$ cat src/rtl/disp_sram_arb.sv
// Display SRAM arbiter: the refresh scanner has priority over the CPU, and a
// starvation guard bounds how many scanner grants can pass a waiting CPU.
module disp_sram_arb #(
  parameter int ADDR_W     = 10,
  parameter int DATA_W     = 32,
  parameter int STARVE_MAX = 4
) (
  input  logic              clk,
  input  logic              rst,
  input  logic              cpu_req,
  input  logic              cpu_we,
  input  logic [ADDR_W-1:0] cpu_addr,
  input  logic [DATA_W-1:0] cpu_wdata,
  output logic              cpu_ack,
  output logic [DATA_W-1:0] cpu_rdata,
  input  logic              disp_req,
  input  logic [ADDR_W-1:0] disp_addr,
  output logic              disp_ack,
  output logic [DATA_W-1:0] disp_rdata,
  output logic [ADDR_W-1:0] sram_addr,
  output logic              sram_we,
  output logic [DATA_W-1:0] sram_datao,
  input  logic [DATA_W-1:0] sram_datai,
  input  logic              stat_clr,
  output logic [7:0]        cpu_wait_max
);

  typedef enum logic [1:0] {
    ST_IDLE  = 2'd0,
    ST_ISSUE = 2'd1,
    ST_WAIT  = 2'd2,
    ST_ACK   = 2'd3
  } state_e;

  localparam logic [7:0] STARVE_LIM = 8'(STARVE_MAX);
  localparam logic [7:0] WAIT_LIM   = 8'd255;

  function automatic logic [7:0] sat_inc(input logic [7:0] v, input logic [7:0] lim);
    logic [7:0] r;
    if (v < lim) begin
      r = v + 8'd1;
    end else begin
      r = v;
    end
    return r;
  endfunction

  state_e              state_q, state_d;
  logic                gnt_cpu_q, gnt_cpu_d;
  logic                is_wr_q, is_wr_d;
  logic [7:0]          starve_q, starve_d;
  logic [7:0]          wait_q, wait_d;
  logic [7:0]          wait_max_q, wait_max_d;
  logic [ADDR_W-1:0]   sram_addr_q, sram_addr_d;
  logic                sram_we_q, sram_we_d;
  logic [DATA_W-1:0]   sram_datao_q, sram_datao_d;
  logic                cpu_ack_q, cpu_ack_d;
  logic                disp_ack_q, disp_ack_d;
  logic [DATA_W-1:0]   cpu_rdata_q, cpu_rdata_d;
  logic [DATA_W-1:0]   disp_rdata_q, disp_rdata_d;

  logic disp_win_s;
  logic cpu_grant_s;
  logic cpu_busy_s;

  // The scanner wins unless the CPU is waiting and has already been passed STARVE_MAX times.
  assign disp_win_s  = (state_q == ST_IDLE) && disp_req && (!cpu_req || (starve_q < STARVE_LIM));
  assign cpu_grant_s = (state_q == ST_IDLE) && cpu_req && !disp_win_s;
  assign cpu_busy_s  = (state_q != ST_IDLE) && gnt_cpu_q;

  always_comb begin
    state_d      = state_q;
    gnt_cpu_d    = gnt_cpu_q;
    is_wr_d      = is_wr_q;
    starve_d     = starve_q;
    sram_addr_d  = sram_addr_q;
    sram_we_d    = 1'b0;
    sram_datao_d = sram_datao_q;
    cpu_ack_d    = 1'b0;
    disp_ack_d   = 1'b0;
    cpu_rdata_d  = cpu_rdata_q;
    disp_rdata_d = disp_rdata_q;
    case (state_q)
      ST_IDLE: begin
        if (disp_win_s) begin
          gnt_cpu_d   = 1'b0;
          is_wr_d     = 1'b0;
          sram_addr_d = disp_addr;
          starve_d    = cpu_req ? sat_inc(starve_q, STARVE_LIM) : 8'd0;
          state_d     = ST_ISSUE;
        end else if (cpu_grant_s) begin
          gnt_cpu_d   = 1'b1;
          is_wr_d     = cpu_we;
          sram_addr_d = cpu_addr;
          starve_d    = 8'd0;
          state_d     = ST_ISSUE;
          if (cpu_we) begin
            sram_we_d    = 1'b1;
            sram_datao_d = cpu_wdata;
          end else begin
            sram_we_d    = 1'b0;
          end
        end else begin
          state_d = ST_IDLE;
        end
      end
      ST_ISSUE: begin
        // Only the CPU ever writes, so a write always completes to the CPU.
        if (is_wr_q) begin
          cpu_ack_d = 1'b1;
          state_d   = ST_ACK;
        end else begin
          state_d   = ST_WAIT;
        end
      end
      ST_WAIT: begin
        if (gnt_cpu_q) begin
          cpu_rdata_d  = sram_datai;
          cpu_ack_d    = 1'b1;
        end else begin
          disp_rdata_d = sram_datai;
          disp_ack_d   = 1'b1;
        end
        state_d = ST_ACK;
      end
      ST_ACK: begin
        state_d = ST_IDLE;
      end
      default: begin
        state_d = ST_IDLE;
      end
    endcase
  end

  always_comb begin
    if (cpu_grant_s) begin
      wait_d = 8'd0;
    end else if (cpu_req && !cpu_busy_s) begin
      wait_d = sat_inc(wait_q, WAIT_LIM);
    end else begin
      wait_d = wait_q;
    end
    // A clear request overrides a maximum update landing in the same cycle.
    if (stat_clr) begin
      wait_max_d = 8'd0;
    end else if (cpu_grant_s && (wait_q > wait_max_q)) begin
      wait_max_d = wait_q;
    end else begin
      wait_max_d = wait_max_q;
    end
  end

  always_ff @(posedge clk) begin
    if (rst) begin
      state_q      <= ST_IDLE;
      gnt_cpu_q    <= 1'b0;
      is_wr_q      <= 1'b0;
      starve_q     <= 8'd0;
      wait_q       <= 8'd0;
      wait_max_q   <= 8'd0;
      sram_addr_q  <= '0;
      sram_we_q    <= 1'b0;
      sram_datao_q <= '0;
      cpu_ack_q    <= 1'b0;
      disp_ack_q   <= 1'b0;
      cpu_rdata_q  <= '0;
      disp_rdata_q <= '0;
    end else begin
      state_q      <= state_d;
      gnt_cpu_q    <= gnt_cpu_d;
      is_wr_q      <= is_wr_d;
      starve_q     <= starve_d;
      wait_q       <= wait_d;
      wait_max_q   <= wait_max_d;
      sram_addr_q  <= sram_addr_d;
      sram_we_q    <= sram_we_d;
      sram_datao_q <= sram_datao_d;
      cpu_ack_q    <= cpu_ack_d;
      disp_ack_q   <= disp_ack_d;
      cpu_rdata_q  <= cpu_rdata_d;
      disp_rdata_q <= disp_rdata_d;
    end
  end

  assign cpu_ack      = cpu_ack_q;
  assign cpu_rdata    = cpu_rdata_q;
  assign disp_ack     = disp_ack_q;
  assign disp_rdata   = disp_rdata_q;
  assign sram_addr    = sram_addr_q;
  assign sram_we      = sram_we_q;
  assign sram_datao   = sram_datao_q;
  assign cpu_wait_max = wait_max_q;

endmodule

$ cat config.mk
export PLATFORM = sky130hd
export DESIGN_NAME = disp_sram_arb
export DESIGN_NICKNAME = d
export VERILOG_FILES = /design/src/rtl/disp_sram_arb.sv
export SDC_FILE = /design/constraint.sdc
export NUM_CORES = 1
export LEC_CHECK = 0
export ABC_AREA = 0
export BUFFER_PORTS_ARGS = -buffer_cell sky130_fd_sc_hd__buf_2
export CAP_MARGIN = 20
export CORE_ASPECT_RATIO = 1.4
export CORE_MARGIN = 2
export CORE_UTILIZATION = 45
export DETAILED_ROUTE_END_ITERATION = 8
export MAX_ROUTING_LAYER = met4
export PLACE_DENSITY = 0.75
export SYNTH_ARGS = -nofsm -noshare
export SYNTH_HDL_FRONTEND = slang
export SYNTH_SLANG_ARGS = --single-unit
$ cat constraint.sdc
create_clock -name clk -period 1.9 [get_ports clk]
set_input_delay 0.095 -clock clk [delete_from_list [all_inputs] [get_ports clk]]
set_output_delay 0.095 -clock clk [all_outputs]
set_load 0.005 [all_outputs]
==> impl_metrics.sql <==
INSERT INTO impl_metrics (metric_group, metric, value, unit) VALUES
('final_layout', 'post-route-util', '0.695', ''),
('route', 'detailedRoute.firstIterationViolations', '244', ''),
('final_layout', 'insertedDiodeCount', '0', ''),
('clocking', 'clock_tree_from_tritoncts', 'yes', ''),
('yosys', 'netlist-cell-type-count', '44', ''),
('setup_path', 'critPathKind', 'flip-flop to flip-flop', ''),
('yosys', 'synth_fp_nets', '748', ''),
('hold_path', 'hold_path_depth', '3', ''),
('yosys', 'ys_async_sr_fraction', '0', ''),
('clocking', 'path_clk_slew', '60', 'ps'),
('sta', 'clock_skew', '7.34', 'ps'),
('place', 'post-place-ws', '168', 'ps'),
('place', 'placed_area', '0.00644', 'mm²'),
('route', 'antenna_nets_post_route', '0', ''),
('yosys', 'synth.ff_latch_count', '137', ''),
('clocking', 'cts_resized', '0', ''),
('power_and_ir_drop', 'vdd.ir_drop.worst', '784', 'µV'),
('yosys', 'postSynthAreaPerCell', '8.18', 'µm²'),
('final_layout', 'layout_cells_sized_above_1', '0.284', ''),
('setup_path', 'r2r_cells', '6', ''),
('sta', 'hold_slack', '23.9', 'ps'),
('power_and_ir_drop', 'power', '8.76', 'mW'),
('final_layout', 'layoutNonFillerInstCount', '1081', ''),
('sta', 'report.final.setup_viol', '0', ''),
('grt', 'first_global_vias', '5182', ''),
('die', 'pin_count', '207', ''),
('yosys', 'synth_area', '0.00527', 'mm²'),
('clocking', 'worst_skew_pair.late_latency', '410', 'ps'),
('power_and_ir_drop', 'power_density', '1110', 'mW/mm²'),
('setup_path', 'cp-end-kind', 'flip-flop', ''),
('grt', 'initial_antenna_violation_count', '0', ''),
('setup_path', 'cp_data_required_time', '2200', 'ps'),
('sta', 'final_period_demand_of_the_worst_path', '1760', 'ps'),
('sta', 'layout_worst_path_cycle_share', '0.924', ''),
('grt', 'global_route.overflow_total', '0', ''),
('route', 'number_of_vias_in_the_routed_layout', '5385', ''),
('place', 'globalplace.congestion', '0.818', ''),
('die', 'design.core.area', '0.0114', 'mm²'),
('sta', 'rsz0062_at_grt', 'false', ''),
('route', 'routed_wirelength', '15400', 'µm'),
('route', 'routed_via_density', '4.98', ''),
('clocking', 'maximum_level_of_the_cts_h_tree', '4', ''),
('die', 'row_count', '46', ''),
('sta', 'hold_violations', '0', ''),
('place', 'detailedPlacementHpwl', '9060', 'µm'),
('die', 'die-height', '132', 'µm'),
('hold_path', 'min_path_type', 'input pin to flip-flop', ''),
('place', 'dp_cells', '965', ''),
('outcome', 'run_status', 'finished, final reports clean', ''),
('clocking', 'cts_sinks', '137', ''),
('yosys', 'synth_edf_count', '0', ''),
('sta', 'setup_tns', '0', 'ps'),
('setup_path', 'cp-start-kind', 'flip-flop', ''),
('final_layout', 'commonest_non_fill_non_tap_cell_in_the_layout', 'nand2_1', ''),
('die', 'die_area', '0.0126', 'mm²'),
('clocking', 'cts-buffers-inserted', '17', ''),
('final_layout', 'layout.cells.most_common_list', 'nand2_1 (238), buf_2 (205), dfxtp_1 (137)', ''),
('power_and_ir_drop', 'power.static_leakage', '3.44', 'nW'),
('grt', 'largest_net_degree_at_the_start_of_global_routing', '61', ''),
('sta', 'relSlewSlack', '0.399', ''),
('sta', 'fin_ws', '144', 'ps'),
('run', 'maxCapViolations', '0', ''),
('die', 'start_util', '0.462', ''),
('route', 'post-route-drc-count', '0', ''),
('sta', 'worst_pin_slew', '898', 'ps'),
('setup_path', 'cp.arrival', '2050', 'ps'),
('yosys', 'total_of_warnings_raised_by_yosys', '0', ''),
('yosys', 'postSynth.topFlopCell', 'dfxtp_1', ''),
('clocking', 'clk_root_buffer_cell', 'clkbuf_16', ''),
('grt', 'grt_pass1_wl', '24000', 'µm'),
('sta', 'final-max-slew-violation-count', '0', ''),
('die', 'die-width', '95.5', 'µm'),
('clocking', 'maximum_clock_insertion_buffer_count', '2', ''),
('yosys', 'fraction_of_the_yosys_area_taken_by_sequential_cells', '0.520', ''),
('sta', 'fmaxAchievable', '0.570', 'GHz'),
('route', 'routedWlPerCell', '14.2', 'µm'),
('final_layout', 'nNetsFinal', '1029', ''),
('yosys', 'postSynthCellCount', '644', ''),
('place', 'place.port_buffers', '206', ''),
('grt', 'global_route.usage.total', '0.246', ''),
('final_layout', 'area_growth_syn_to_layout', '50.2', '%'),
('final_layout', 'stdcell_area', '0.00792', 'mm²'),
('route', 'first_pass_iters', '4', ''),
('setup_path', 'crit_path_max_fanout', '8', '');
flip-flops by register name, indices dropped and copies added (netlist names), 2 cells and up:
register	cells
sram_datao	32
sram_addr	10
cpu_wait_max	8
wait_q	8
state_q	2
cpu_rdata	32
starve_q	8
disp_rdata	32
critical path, stage by stage (launching register included):
cell and delay [ps]:
dfxtp_1 310, inv_1 100, ha_1 270, o21ai_1 210
a2111oi_0 540, xnor2_1 170, nor2_1 50
power breakdown:
group	internal [mW]	switching [mW]
Clock	2.20	1.21
Combinational	0.864	1.11
Sequential	3.21	0.170
Total	6.27	2.49
worst paths after layout:
kind                          startpoint                     endpoint  slack (ps)
max reg2reg        state_q[0]$_SDFF_PP0_       wait_q[5]$_SDFFE_PP0P_         140
min                               cpu_we         is_wr_q$_SDFFE_PP0P_          20
max                state_q[0]$_SDFF_PP0_       wait_q[5]$_SDFFE_PP0P_         140
min reg2reg  sram_datao[24]$_SDFFE_PP0P_  sram_datao[24]$_SDFFE_PP0P_         450
routing by layer:
| metal | up-vias | GRT usage | routed length (µm) |
|---|---|---|---|
| met5 | - | - | 0 |
| met4 | 0 | 0.106 | 459 |
| met3 | 38 | 0.0543 | 928 |
| met2 | 213 | 0.418 | 7830 |
| met1 | 2458 | 0.273 | 6140 |
| li1 | 2676 | - | - |
cells in the mapped netlist, types with 2 or more instances:
cell type | count | area (µm²)
nand2_1 | 238 | 893
dfxtp_1 | 137 | 2740
a21oi_1 | 105 | 526
clkbuf_1 | 31 | 116
nor2_1 | 27 | 101
ha_1 | 14 | 175
inv_1 | 13 | 48.8
mux2i_1 | 10 | 100
a311oi_2 | 7 | 105
buf_2 | 6 | 30.0
xnor2_1 | 6 | 52.6
and2_1 | 4 | 25.0
nand4_1 | 4 | 25.0
a311oi_1 | 3 | 26.3
nand3_1 | 3 | 15.0
nor2b_1 | 3 | 18.8
a211oi_1 | 2 | 15.0
a21oi_2 | 2 | 17.5
buf_1 | 2 | 7.51
nor3b_1 | 2 | 15.0
o21ai_0 | 2 | 10.0
layout make-up:
cell class | count | area, µm²
clock inverters | 10 | 143
well taps | 144 | 180
clock buffers | 21 | 480
multi-input cells | 453 | 2310
repair buffers | 303 | 2010
inverters | 13 | 48.8
fillers | 864 | 3480
flip-flops and latches | 137 | 2740
logic make-up (layout without fill, tap and decap cells):
logic type,Yosys count,count (layout),synth area share
xor+xnor,6,6,0.00997
buf+inv,54,347,0.0420
fa+ha+maj,14,14,0.0332
compound gates,133,133,0.153
flops,137,137,0.520
simple gates,290,290,0.222
mux,10,10,0.0190
timing repair:
action / CTS / global route
hold buffers: 85 / 0
endpoints found under the hold margin: 109 / 0
buffers inserted: 0 / 0
Power figures use the tool's default switching activity.
